<file path="src/rtl/mc_ctrl_fsm_pkg.sv">
// Shared codes for the multicycle control unit: states, opcode/funct,
// ALUOp, datapath select values and decoded instruction classes.
package mc_ctrl_fsm_pkg;

  typedef enum logic [3:0] {
    S_IDLE     = 4'd0,
    S_FETCH    = 4'd1,
    S_DECODE   = 4'd2,
    S_EXEC_R   = 4'd3,
    S_WB_R     = 4'd4,
    S_EXEC_I   = 4'd5,
    S_WB_I     = 4'd6,
    S_MEM_ADDR = 4'd7,
    S_MEM_RD   = 4'd8,
    S_MEM_WB   = 4'd9,
    S_MEM_WR   = 4'd10,
    S_BRANCH   = 4'd11,
    S_JUMP     = 4'd12,
    S_JR       = 4'd13,
    S_HALT     = 4'd14,
    S_TRAP     = 4'd15
  } state_e;

  typedef enum logic [2:0] {
    C_R, C_JR, C_I, C_MEM,
    C_BR, C_J, C_HALT, C_ILL
  } iclass_e;

  localparam logic [5:0] OP_RTYPE = 6'h00;
  localparam logic [5:0] OP_J     = 6'h02;
  localparam logic [5:0] OP_JAL   = 6'h03;
  localparam logic [5:0] OP_BEQ   = 6'h04;
  localparam logic [5:0] OP_BNE   = 6'h05;
  localparam logic [5:0] OP_ADDI  = 6'h08;
  localparam logic [5:0] OP_SLTI  = 6'h0A;
  localparam logic [5:0] OP_SLTIU = 6'h0B;
  localparam logic [5:0] OP_ANDI  = 6'h0C;
  localparam logic [5:0] OP_ORI   = 6'h0D;
  localparam logic [5:0] OP_XORI  = 6'h0E;
  localparam logic [5:0] OP_LUI   = 6'h0F;
  localparam logic [5:0] OP_LW    = 6'h23;
  localparam logic [5:0] OP_SW    = 6'h2B;
  localparam logic [5:0] OP_HALT  = 6'h3F;
  localparam logic [5:0] FN_JR    = 6'h0F;

  localparam logic [3:0] ALU_RTYPE = 4'd0;
  localparam logic [3:0] ALU_ADD   = 4'd1;
  localparam logic [3:0] ALU_SUB   = 4'd2;
  localparam logic [3:0] ALU_AND   = 4'd3;
  localparam logic [3:0] ALU_OR    = 4'd4;
  localparam logic [3:0] ALU_XOR   = 4'd5;
  localparam logic [3:0] ALU_SLT   = 4'd6;
  localparam logic [3:0] ALU_SLTU  = 4'd7;
  localparam logic [3:0] ALU_LUI   = 4'd8;

  localparam logic [1:0] PC_ALU = 2'b00;
  localparam logic [1:0] PC_OUT = 2'b01;
  localparam logic [1:0] PC_JMP = 2'b10;
  localparam logic [1:0] PC_RS  = 2'b11;

  localparam logic [1:0] SB_RT  = 2'b00;
  localparam logic [1:0] SB_4   = 2'b01;
  localparam logic [1:0] SB_IMM = 2'b10;
  localparam logic [1:0] SB_BR  = 2'b11;

  localparam logic [1:0] RD_RT = 2'b00;
  localparam logic [1:0] RD_RD = 2'b01;
  localparam logic [1:0] RD_RA = 2'b10;

  localparam logic [1:0] M2R_ALU = 2'b00;
  localparam logic [1:0] M2R_MDR = 2'b01;
  localparam logic [1:0] M2R_PC  = 2'b10;

endpackage

</file>
<file path="src/rtl/mc_ctrl_fsm_if.sv">
// Controller <-> datapath/memory bundle. master = control unit,
// slave = datapath side (instruction fields, flags, mem handshake).
interface mc_ctrl_fsm_if #(
  parameter int RETIRE_W = 32
);
  logic [5:0]          opcode;
  logic [5:0]          funct;
  logic                zero;
  logic                mem_ready;
  logic                mem_req;
  logic                mem_we;
  logic                iord;
  logic                ir_write;
  logic                pc_write;
  logic [1:0]          pc_src;
  logic                alu_src_a;
  logic [1:0]          alu_src_b;
  logic [3:0]          ALUOp;
  logic                reg_write;
  logic [1:0]          reg_dst;
  logic [1:0]          mem_to_reg;
  logic                halted;
  logic                illegal;
  logic                bus_err;
  logic [RETIRE_W-1:0] instr_retired;
  logic [3:0]          state_dbg;

  modport master (
    input  opcode, funct, zero, mem_ready,
    output mem_req, mem_we, iord, ir_write,
    output pc_write, pc_src, alu_src_a,
    output alu_src_b, ALUOp, reg_write,
    output reg_dst, mem_to_reg, halted,
    output illegal, bus_err, instr_retired,
    output state_dbg
  );

  modport slave (
    output opcode, funct, zero, mem_ready,
    input  mem_req, mem_we, iord, ir_write,
    input  pc_write, pc_src, alu_src_a,
    input  alu_src_b, ALUOp, reg_write,
    input  reg_dst, mem_to_reg, halted,
    input  illegal, bus_err, instr_retired,
    input  state_dbg
  );
endinterface

</file>
<file path="src/rtl/mc_ctrl_fsm_opdecode.sv">
// Opcode/funct -> instruction class and I-type ALUOp.
// Ports: opcode_i, funct_i in; cls_o, alu_op_o out.
module mc_ctrl_fsm_opdecode
  import mc_ctrl_fsm_pkg::*;
(
  input  logic [5:0] opcode_i,
  input  logic [5:0] funct_i,
  output iclass_e    cls_o,
  output logic [3:0] alu_op_o
);
  always_comb begin
    cls_o    = C_ILL;
    alu_op_o = ALU_ADD;
    unique case (opcode_i)
      OP_RTYPE: begin
        if (funct_i == FN_JR)
          cls_o = C_JR;
        else if (funct_i != 6'h00 && funct_i < FN_JR)
          cls_o = C_R;
      end
      OP_ADDI:  begin cls_o = C_I; alu_op_o = ALU_ADD;  end
      OP_ANDI:  begin cls_o = C_I; alu_op_o = ALU_AND;  end
      OP_ORI:   begin cls_o = C_I; alu_op_o = ALU_OR;   end
      OP_XORI:  begin cls_o = C_I; alu_op_o = ALU_XOR;  end
      OP_SLTI:  begin cls_o = C_I; alu_op_o = ALU_SLT;  end
      OP_SLTIU: begin cls_o = C_I; alu_op_o = ALU_SLTU; end
      OP_LUI:   begin cls_o = C_I; alu_op_o = ALU_LUI;  end
      OP_LW, OP_SW:   cls_o = C_MEM;
      OP_BEQ, OP_BNE: cls_o = C_BR;
      OP_J, OP_JAL:   cls_o = C_J;
      OP_HALT:        cls_o = C_HALT;
      default:        cls_o = C_ILL;
    endcase
  end
endmodule

</file>
<file path="src/rtl/mc_ctrl_fsm.sv">
// Multicycle main control FSM with memory watchdog and retire counter.
// Ports: clk, rst_n (async low), bus (mc_ctrl_fsm_if.master).
module mc_ctrl_fsm
  import mc_ctrl_fsm_pkg::*;
#(
  parameter int TIMEOUT_CYC = 255,
  parameter int RETIRE_W    = 32
) (
  input logic          clk,
  input logic          rst_n,
  mc_ctrl_fsm_if.master bus
);
  localparam int WD_W = $clog2(TIMEOUT_CYC + 1);

  state_e              state_q, state_d;
  logic [WD_W-1:0]     wd_q, wd_d;
  logic [RETIRE_W-1:0] ret_q, ret_d;
  logic                ill_q, ill_d;
  logic                berr_q, berr_d;
  iclass_e             cls;
  logic [3:0]          i_aluop;
  logic                wait_c, expire;

  mc_ctrl_fsm_opdecode u_dec (
    .opcode_i (bus.opcode),
    .funct_i  (bus.funct),
    .cls_o    (cls),
    .alu_op_o (i_aluop)
  );

  // A wait cycle is any memory state stalled on mem_ready;
  // a ready in the expiry cycle is not a wait, so it advances.
  assign wait_c = (state_q == S_FETCH || state_q == S_MEM_RD ||
                   state_q == S_MEM_WR) && !bus.mem_ready;
  assign expire = wait_c && (wd_q == WD_W'(TIMEOUT_CYC - 1));
  assign wd_d   = (wait_c && !expire) ? wd_q + WD_W'(1) : '0;

  always_ff @(posedge clk or negedge rst_n) begin
    if (!rst_n) begin
      state_q <= S_IDLE;
      wd_q    <= '0;
      ret_q   <= '0;
      ill_q   <= 1'b0;
      berr_q  <= 1'b0;
    end else begin
      state_q <= state_d;
      wd_q    <= wd_d;
      ret_q   <= ret_d;
      ill_q   <= ill_d;
      berr_q  <= berr_d;
    end
  end

  always_comb begin
    state_d        = state_q;
    ill_d          = ill_q;
    berr_d         = berr_q;
    bus.mem_req    = 1'b0;
    bus.mem_we     = 1'b0;
    bus.iord       = 1'b0;
    bus.ir_write   = 1'b0;
    bus.pc_write   = 1'b0;
    bus.pc_src     = PC_ALU;
    bus.alu_src_a  = 1'b0;
    bus.alu_src_b  = SB_RT;
    bus.ALUOp      = ALU_RTYPE;
    bus.reg_write  = 1'b0;
    bus.reg_dst    = RD_RT;
    bus.mem_to_reg = M2R_ALU;
    unique case (state_q)
      S_IDLE: state_d = S_FETCH;
      S_FETCH: begin
        bus.mem_req = 1'b1;
        if (bus.mem_ready) begin
          bus.ir_write  = 1'b1;
          bus.pc_write  = 1'b1;
          bus.alu_src_b = SB_4;
          bus.ALUOp     = ALU_ADD;
          state_d       = S_DECODE;
        end else if (expire) begin
          berr_d  = 1'b1;
          state_d = S_TRAP;
        end
      end
      S_DECODE: begin
        bus.alu_src_b = SB_BR;
        bus.ALUOp     = ALU_ADD;
        unique case (cls)
          C_R:    state_d = S_EXEC_R;
          C_JR:   state_d = S_JR;
          C_I:    state_d = S_EXEC_I;
          C_MEM:  state_d = S_MEM_ADDR;
          C_BR:   state_d = S_BRANCH;
          C_J:    state_d = S_JUMP;
          C_HALT: state_d = S_HALT;
          default: begin
            ill_d   = 1'b1;
            state_d = S_TRAP;
          end
        endcase
      end
      S_EXEC_R: begin
        bus.alu_src_a = 1'b1;
        state_d       = S_WB_R;
      end
      S_WB_R: begin
        bus.reg_write = 1'b1;
        bus.reg_dst   = RD_RD;
        state_d       = S_FETCH;
      end
      S_EXEC_I: begin
        bus.alu_src_a = 1'b1;
        bus.alu_src_b = SB_IMM;
        bus.ALUOp     = i_aluop;
        state_d       = S_WB_I;
      end
      S_WB_I: begin
        bus.reg_write = 1'b1;
        state_d       = S_FETCH;
      end
      S_MEM_ADDR: begin
        bus.alu_src_a = 1'b1;
        bus.alu_src_b = SB_IMM;
        bus.ALUOp     = ALU_ADD;
        state_d = (bus.opcode == OP_SW) ? S_MEM_WR : S_MEM_RD;
      end
      S_MEM_RD: begin
        bus.mem_req = 1'b1;
        bus.iord    = 1'b1;
        if (bus.mem_ready) begin
          state_d = S_MEM_WB;
        end else if (expire) begin
          berr_d  = 1'b1;
          state_d = S_TRAP;
        end
      end
      S_MEM_WB: begin
        bus.reg_write  = 1'b1;
        bus.mem_to_reg = M2R_MDR;
        state_d        = S_FETCH;
      end
      S_MEM_WR: begin
        bus.mem_req = 1'b1;
        bus.mem_we  = 1'b1;
        bus.iord    = 1'b1;
        if (bus.mem_ready) begin
          state_d = S_FETCH;
        end else if (expire) begin
          berr_d  = 1'b1;
          state_d = S_TRAP;
        end
      end
      S_BRANCH: begin
        bus.alu_src_a = 1'b1;
        bus.ALUOp     = ALU_SUB;
        bus.pc_src    = PC_OUT;
        bus.pc_write  = (bus.opcode == OP_BNE) ? !bus.zero
                                               : bus.zero;
        state_d       = S_FETCH;
      end
      S_JUMP: begin
        bus.pc_write = 1'b1;
        bus.pc_src   = PC_JMP;
        if (bus.opcode == OP_JAL) begin
          bus.reg_write  = 1'b1;
          bus.reg_dst    = RD_RA;
          bus.mem_to_reg = M2R_PC;
        end
        state_d = S_FETCH;
      end
      S_JR: begin
        bus.pc_write = 1'b1;
        bus.pc_src   = PC_RS;
        state_d      = S_FETCH;
      end
      S_HALT: state_d = S_HALT;
      S_TRAP: state_d = S_TRAP;
      default: begin
        ill_d   = 1'b1;
        state_d = S_TRAP;
      end
    endcase
  end

  // Retire on every return to FETCH from a completing state.
  assign ret_d = (state_d == S_FETCH && state_q != S_FETCH &&
                  state_q != S_IDLE) ? ret_q + RETIRE_W'(1) : ret_q;

  assign bus.halted        = (state_q == S_HALT) ||
                             (state_q == S_TRAP);
  assign bus.illegal       = ill_q;
  assign bus.bus_err       = berr_q;
  assign bus.instr_retired = ret_q;
  assign bus.state_dbg     = state_q;

endmodule

</file>
<file path="src/flat_wrapper.sv">
// flat-port wrapper written by rule: the top's interface ports become plain ports
module mc_ctrl_fsm_flat import mc_ctrl_fsm_pkg::*;
#(
  parameter int TIMEOUT_CYC = 255,
  parameter int RETIRE_W    = 32
)
  (clk, rst_n, bus_opcode, bus_funct, bus_zero, bus_mem_ready, bus_mem_req, bus_mem_we, bus_iord, bus_ir_write, bus_pc_write, bus_pc_src, bus_alu_src_a, bus_alu_src_b, bus_ALUOp, bus_reg_write, bus_reg_dst, bus_mem_to_reg, bus_halted, bus_illegal, bus_bus_err, bus_instr_retired, bus_state_dbg);
  mc_ctrl_fsm_if #(.RETIRE_W(RETIRE_W)) bus_i ();
  input logic clk;
  input logic rst_n;
  input wire logic [$bits(bus_i.opcode)-1:0] bus_opcode;
  input wire logic [$bits(bus_i.funct)-1:0] bus_funct;
  input wire logic [$bits(bus_i.zero)-1:0] bus_zero;
  input wire logic [$bits(bus_i.mem_ready)-1:0] bus_mem_ready;
  output wire logic [$bits(bus_i.mem_req)-1:0] bus_mem_req;
  output wire logic [$bits(bus_i.mem_we)-1:0] bus_mem_we;
  output wire logic [$bits(bus_i.iord)-1:0] bus_iord;
  output wire logic [$bits(bus_i.ir_write)-1:0] bus_ir_write;
  output wire logic [$bits(bus_i.pc_write)-1:0] bus_pc_write;
  output wire logic [$bits(bus_i.pc_src)-1:0] bus_pc_src;
  output wire logic [$bits(bus_i.alu_src_a)-1:0] bus_alu_src_a;
  output wire logic [$bits(bus_i.alu_src_b)-1:0] bus_alu_src_b;
  output wire logic [$bits(bus_i.ALUOp)-1:0] bus_ALUOp;
  output wire logic [$bits(bus_i.reg_write)-1:0] bus_reg_write;
  output wire logic [$bits(bus_i.reg_dst)-1:0] bus_reg_dst;
  output wire logic [$bits(bus_i.mem_to_reg)-1:0] bus_mem_to_reg;
  output wire logic [$bits(bus_i.halted)-1:0] bus_halted;
  output wire logic [$bits(bus_i.illegal)-1:0] bus_illegal;
  output wire logic [$bits(bus_i.bus_err)-1:0] bus_bus_err;
  output wire logic [$bits(bus_i.instr_retired)-1:0] bus_instr_retired;
  output wire logic [$bits(bus_i.state_dbg)-1:0] bus_state_dbg;
  assign bus_i.opcode = bus_opcode;
  assign bus_i.funct = bus_funct;
  assign bus_i.zero = bus_zero;
  assign bus_i.mem_ready = bus_mem_ready;
  assign bus_mem_req = bus_i.mem_req;
  assign bus_mem_we = bus_i.mem_we;
  assign bus_iord = bus_i.iord;
  assign bus_ir_write = bus_i.ir_write;
  assign bus_pc_write = bus_i.pc_write;
  assign bus_pc_src = bus_i.pc_src;
  assign bus_alu_src_a = bus_i.alu_src_a;
  assign bus_alu_src_b = bus_i.alu_src_b;
  assign bus_ALUOp = bus_i.ALUOp;
  assign bus_reg_write = bus_i.reg_write;
  assign bus_reg_dst = bus_i.reg_dst;
  assign bus_mem_to_reg = bus_i.mem_to_reg;
  assign bus_halted = bus_i.halted;
  assign bus_illegal = bus_i.illegal;
  assign bus_bus_err = bus_i.bus_err;
  assign bus_instr_retired = bus_i.instr_retired;
  assign bus_state_dbg = bus_i.state_dbg;
  mc_ctrl_fsm #(.TIMEOUT_CYC(TIMEOUT_CYC), .RETIRE_W(RETIRE_W)) u_core (.clk(clk), .rst_n(rst_n), .bus(bus_i));
endmodule
</file>
<file path="config.mk">
export PLATFORM = sky130hd
export DESIGN_NAME = mc_ctrl_fsm_flat
export DESIGN_NICKNAME = d
export VERILOG_FILES = /design/src/rtl/mc_ctrl_fsm_pkg.sv /design/src/rtl/mc_ctrl_fsm_if.sv /design/src/rtl/mc_ctrl_fsm_opdecode.sv /design/src/rtl/mc_ctrl_fsm.sv /design/src/flat_wrapper.sv
export SDC_FILE = /design/constraint.sdc
export NUM_CORES = 1
export LEC_CHECK = 0
export CAP_MARGIN = 0
export CORE_UTILIZATION = 54
export DETAILED_ROUTE_END_ITERATION = 7
export GPL_ROUTABILITY_DRIVEN = 0
export PLACE_DENSITY = 0.86
export SLEW_MARGIN = 20
export SYNTH_ARGS = -nofsm -noshare
export SYNTH_HDL_FRONTEND = slang
export SYNTH_SLANG_ARGS = --single-unit
</file>
<file path="constraint.sdc">
create_clock -name clk -period 6.8 [get_ports clk]
set_input_delay 1.7 -clock clk [delete_from_list [all_inputs] [get_ports clk]]
set_output_delay 1.7 -clock clk [all_outputs]
set_load 0.01 [all_outputs]
</file>
Word-level counts from Yosys, hierarchy flattened

Cells that the tools add are included.

Equality and inequality tests: 39
Bitwise operators: 2
Reductions and logical operators: 32
$add $sub $neg: 2
Muxes and demuxes: 30
Magnitude comparators: 1

Operators with widths:

| cell                                                                   | number |
|---|---|
| 6-bit by 4-bit equality test with 1-bit output (second input constant) | 8 |
| 4-bit one-hot mux with 10 select lines                                 | 1 |
| 32-bit by 1-bit adder with 32-bit output (second input constant)       | 1 |
| 4-bit equality test (second input constant)                            | 8 |
| 4-bit one-hot mux with 7 select lines                                  | 1 |
| 4-bit one-hot mux with 6 select lines                                  | 1 |
| 7-bit OR reduction                                                     | 3 |
| 6-bit equality test (second input constant)                            | 3 |
| 3-bit one-hot mux with 6 select lines                                  | 1 |
| 4-bit by 3-bit equality test with 1-bit output (second input constant) | 4 |
| 4-bit 2-to-1 mux                                                       | 4 |
| 4-bit one-hot mux with 4 select lines                                  | 1 |
| 2-bit OR reduction                                                     | 7 |
| 6-bit by 2-bit equality test with 1-bit output (second input constant) | 2 |
| 6-bit by 3-bit equality test with 1-bit output (second input constant) | 2 |
| 2-bit one-hot mux with 3 select lines                                  | 2 |
| 1-bit 2-to-1 mux                                                       | 10 |
| 3-bit equality test (second input constant)                            | 3 |
| 8-bit by 1-bit adder with 8-bit output (second input constant)         | 1 |
| 4-bit by 1-bit equality test with 1-bit output (second input constant) | 2 |
| 4-bit by 2-bit equality test with 1-bit output (second input constant) | 2 |
| 8-bit equality test (second input constant)                            | 1 |
| 8-bit 2-to-1 mux                                                       | 1 |
| 2-bit one-hot mux with 2 select lines                                  | 2 |
| other kinds (21)                                                       | 35 |

Flip-flop bits (word level): 46
Word-level logic and storage cells: 111
Input bits: 16
Output and inout port bits: 58

Logic depth before layout (Yosys ltp)

Depth after elaboration: 11
Gate-level depth with buffers: 10
Depth with buffers taken out: 8

Hierarchy

Synthesis repeated with hierarchy kept, for this count alone.

Cell total of the unflattened synthesis: 330
Area total of the unflattened synthesis: 2994.1 µm²

Modules (own cells, without submodules):

| module               | times used | area each (µm²) | seq. area each (µm²) | cells each |
|---|---|---|---|---|
| mc_ctrl_fsm          | 1          | 2730.1          | 1151.1               | 284 |
| mc_ctrl_fsm_opdecode | 1          | 264.0           | 0.0                  | 46 |

Worst setup path before layout

OpenSTA, ideal clock, no wires.

Path kind: input -> output
Start point: input port bus_opcode[3]
End point: output port bus_reg_write
Arrival: 3.235 ns
Required time: 5.100 ns
Stages: 5
Setup slack: 1.865 ns
Path buffers: 1
Cell sequence: or3_1 -> buf_4 -> or4_1 -> nor3_1 -> a211o_1

Cells in the longest elaborated chain, start to end: 3

Ends and longest elaborated chain:

| item                                           | RTL line           | RTL |
|---|---|---|
| start: declaration                             | flat_wrapper.sv:11 | `input wire logic [$bits(bus_i.opcode)-1:0] bus_opcode;` |
| 6-bit by 2-bit equality test with 1-bit output | mc_ctrl_fsm.sv:164 | `if (bus.opcode == OP_JAL) begin` |
| 1-bit 2-to-1 mux                               | mc_ctrl_fsm.sv:164 |  |
| 1-bit one-hot mux with 2 select lines          | mc_ctrl_fsm.sv:70  | `unique case (state_q)` |
| end: declaration                               | flat_wrapper.sv:24 | `output wire logic [$bits(bus_i.reg_write)-1:0] bus_reg_write;` |

No other way between the ends.

Worst setup path in the final report

Start point: input port bus_opcode[5]
End point: output port bus_reg_write

The elaborated chain is that of the path after synthesis.

==> results.sh <==
export IMPL_post_cts_buffers=0
export IMPL_hpwl_microns=4956
export IMPL_reg2reg_slack_ns=3.39
export IMPL_nets=396
export IMPL_maxSlewViolCount=0
export IMPL_pre_cts_slack_ns=0.8768
export IMPL_synth_top_family_by_area="simple AND/OR/NAND/NOR gates"
export IMPL_rsz0062_at_grt="false"
export IMPL_cpMostUsedCell="clkdlybuf4s50_1"
export IMPL_track_usage_pct=25.01
export IMPL_yosysWarnings=0
export IMPL_cp_required_ns=5.10
export IMPL_drv_cap=0
export IMPL_layout_setup_ws_ns=0.8430
export IMPL_tightest_slew_ns=0.7509
export IMPL_synthArstFlopShare_pct=100.0
export IMPL_end_kind="primary output"
export IMPL_hold_viol=0
export IMPL_synth_compound_area_share_pct=9.950
export IMPL_pin_count=74
export IMPL_critPathBufInv=2
export IMPL_syn_nets=333
export IMPL_setup_tns_ns=0
export IMPL_setup_viol=0
export IMPL_finalCritPeriodShare_pct=87.60
export IMPL_wl_per_cell_microns=15.43
export IMPL_h_tree_depth=2
export IMPL_synth_xor_area_share_pct=11.46
export IMPL_fin_util_pct=73.20
export IMPL_postCtsResizedCells=0
export IMPL_synth_cells=314
export IMPL_start_util_pct=57.26
export IMPL_grt_pass1_wl_microns=11680
export IMPL_drt_iter0_drc=131
export IMPL_dieHeight_microns=76.29
export IMPL_synth_fa_ha_area_share_pct=1.259
export IMPL_drc=0
export IMPL_insertion_delay_ns=0.30
export IMPL_leakage_uw=0.001638
export IMPL_numCtsBuffers=5
export IMPL_vias=2621
export IMPL_syn_area_sq_mm=0.002980
export IMPL_p_per_area_mw_per_mm2=287.5
export IMPL_slew_headroom_pct=49.81
export IMPL_synth_simple_gate_area_share_pct=33.12
export IMPL_crit_family="simple AND/OR/NAND/NOR gates"
export IMPL_slowest_stage="or3_1"
export IMPL_synth_ff_type="dfrtp_1"
export IMPL_drt_wl_total_microns=6912
export IMPL_insertedDiodeCount=0
export IMPL_syn_area_per_cell_sq_um=9.492
export IMPL_fp_row_count=26
export IMPL_synth_edff_count=0
export IMPL_crit_arrival_ns=4.26
export IMPL_crit_chain="clkdlybuf4s50_1 > or3_1 > or4_1 > nor3_1 > a211o_1 > clkdlybuf4s50_1"
export IMPL_max_freq_mhz=167.9
export IMPL_grt_max_degree=47
export IMPL_grt_ovfl_total=0
export IMPL_clock_sinks=46
export IMPL_ys_ff_latch=46
export IMPL_cts_root_buf="clkbuf_8"
export IMPL_grt_pass1_vias=2470
export IMPL_cts_buffer_depth=2
export IMPL_seq_area_frac_synth_pct=38.62
export IMPL_coreArea_sq_mm=0.005205
export IMPL_clkTransAtPathRegs_ns=0.08
export IMPL_muxShareOfSynthArea_pct=1.050
export IMPL_criticalPathCategory="in -> out"
export IMPL_dr_pass1_iters=4
export IMPL_timing_final_crit_period_ns=5.957
export IMPL_drive_above_1_share_pct=9.524
export IMPL_critical_path_max_stage_delay_ns=0.57
export IMPL_port_buffer_count=73
export IMPL_cts_tree="done"
export IMPL_drt_antenna_violating_nets=0
export IMPL_die_w_microns=76.29
export IMPL_crit_fanout=9
export IMPL_hold_buffers=0
export IMPL_fin_skew_ns=0.01283
export IMPL_vdd_drop_max_mv=0.1740
export IMPL_cp_start_kind="input pin"
export IMPL_status="complete, no violations"
export IMPL_worstHoldPathType="reg -> reg"
export IMPL_area_growth_pct=27.83
export IMPL_routed_via_density=5.850
export IMPL_antenna_found_initial=0
export IMPL_synth_cell_types=60
export IMPL_dieArea_sq_mm=0.005820
## cells in the mapped netlist, types with 2 or more instances
| cell type | count | share of area [%] |
|---|---|---|
| dfrtp_1 | 46 | 39 |
| nor2_1 | 35 | 4.4 |
| xor2_1 | 33 | 9.7 |
| nand3_1 | 19 | 3.2 |
| nand2_1 | 18 | 2.3 |
| nor3_1 | 15 | 2.5 |
| inv_1 | 9 | 1.1 |
| nand2b_1 | 8 | 1.7 |
| nand4_1 | 8 | 1.7 |
| nor3_2 | 8 | 2.7 |
| clkbuf_1 | 7 | 0.88 |
| a21oi_1 | 6 | 1.0 |
| buf_2 | 6 | 1.0 |
| nor2b_1 | 6 | 1.3 |
| nor4_1 | 6 | 1.3 |
| xnor2_1 | 6 | 1.8 |
| and3_1 | 5 | 1.0 |
| nor4_4 | 5 | 3.6 |
| o21ai_0 | 4 | 0.67 |
| and2_1 | 3 | 0.63 |
| and4_1 | 3 | 0.88 |
| buf_4 | 3 | 0.76 |
| ha_1 | 3 | 1.3 |
| nor4_2 | 3 | 1.3 |
| o21a_1 | 3 | 0.76 |
| or3_1 | 3 | 0.63 |
| or4_1 | 3 | 0.76 |
| a22oi_1 | 2 | 0.50 |
| a31oi_1 | 2 | 0.42 |
| buf_1 | 2 | 0.25 |
| mux2i_1 | 2 | 0.67 |
| nor3b_1 | 2 | 0.50 |
| nor4b_2 | 2 | 1.0 |
| o22ai_1 | 2 | 0.42 |
## sequential cells by signal, summed over array words and instances (netlist names)
signal and count:
u_core.bus.instr_retired 32, u_core.wd_q 8, u_core.bus.state_dbg 4, u_core.bus.bus_err 1
u_core.bus.illegal 1
## power breakdown
part           leakage [uW]  total, uW  switching (uW)  internal, uW
registers          0.000602        391            87.3           304
logic              0.000990        541             300           240
clock network     0.0000452        164            91.1          72.6
total               0.00164       1100             479           617
## cell type report
cell class | count | area (sq um)
Sequential cell | 46 | 1151
Clock buffer | 6 | 72.57
Multi-Input combinational cell | 239 | 1694
Timing Repair Buffer | 75 | 753.2
Fill cell | 380 | 1395
Clock inverter | 2 | 13.76
Tap cell | 70 | 87.58
Inverter | 10 | 37.54
## cell usage in the layout, fill, tap and decap left out, types with 2 or more instances in the layout
cell             netlist  layout
clkbuf_8               0       5
o22ai_1                2       2
mux2i_1                2       2
dfrtp_1               46      46
nor3_2                 8       8
nor2b_1                6       6
o21ai_0                4       4
nor4_4                 5       5
a22oi_1                2       2
a31oi_1                2       2
nor4_2                 3       3
nor4_1                 6       6
nand4_1                8       8
xor2_1                33      33
and3_1                 5       5
or4_1                  3       3
and4_1                 3       3
or3_1                  3       3
nor2_1                35      35
nand3_1               19      19
inv_1                  9       9
ha_1                   3       3
nand2_1               18      18
nand2b_1               8       8
clkdlybuf4s50_1        0      72
nor3b_1                2       2
nor4b_2                2       2
xnor2_1                6       6
nor3_1                15      15
and2_1                 3       3
o21a_1                 3       3
a21oi_1                6       6
## metal layers
layer | wire [microns] | track usage [%] | share of wire, % | vias up
met1 | 3101 | 32.94 | 45 | 1270
li1 | - | - | - | 1245
met5 | 0 | 0 | 0 | -
met4 | 143 | 10.96 | 2.1 | 0
met2 | 3307 | 40.45 | 48 | 94
met3 | 361 | 4.311 | 5.2 | 12
## final timing paths
check	to	startpoint	depth (start not counted)
max	bus_reg_write	bus_opcode[5]	6
min	u_core.bus.instr_retired[31]	u_core.bus.instr_retired[31]	1
max reg2reg	u_core.bus.instr_retired[23]	u_core.bus.state_dbg[2]	8
min reg2reg	u_core.bus.instr_retired[31]	u_core.bus.instr_retired[31]	1
max in group asynchronous	u_core.bus.instr_retired[25]	rst_n	2
min in group asynchronous	u_core.wd_q[4]	rst_n	1
## through the flow
stage | instance area, sq um | std cells | hold slack (ns) | total power, uW
2_1_floorplan | 2980 | 314 | 0.4933 | 746.0
3_3_place_gp | 3704 | 439 | 0.4502 | 919.0
3_5_place_dp | 3704 | 439 | 0.4559 | 932.2
4_1_cts | 3790 | 447 | 0.4741 | 1101
5_1_grt | 3810 | 448 | 0.4994 | 1165
6_report | 3810 | 448 | 0.4652 | 1095
## cells by family after synthesis
logic type      Yosys count
compound gates           36
xor+xnor                 39
fa+ha+maj                 3
buf+inv                  29
flops                    46
mux                       3
simple gates            158
Note: power is estimated with default switching activity, not from simulation.
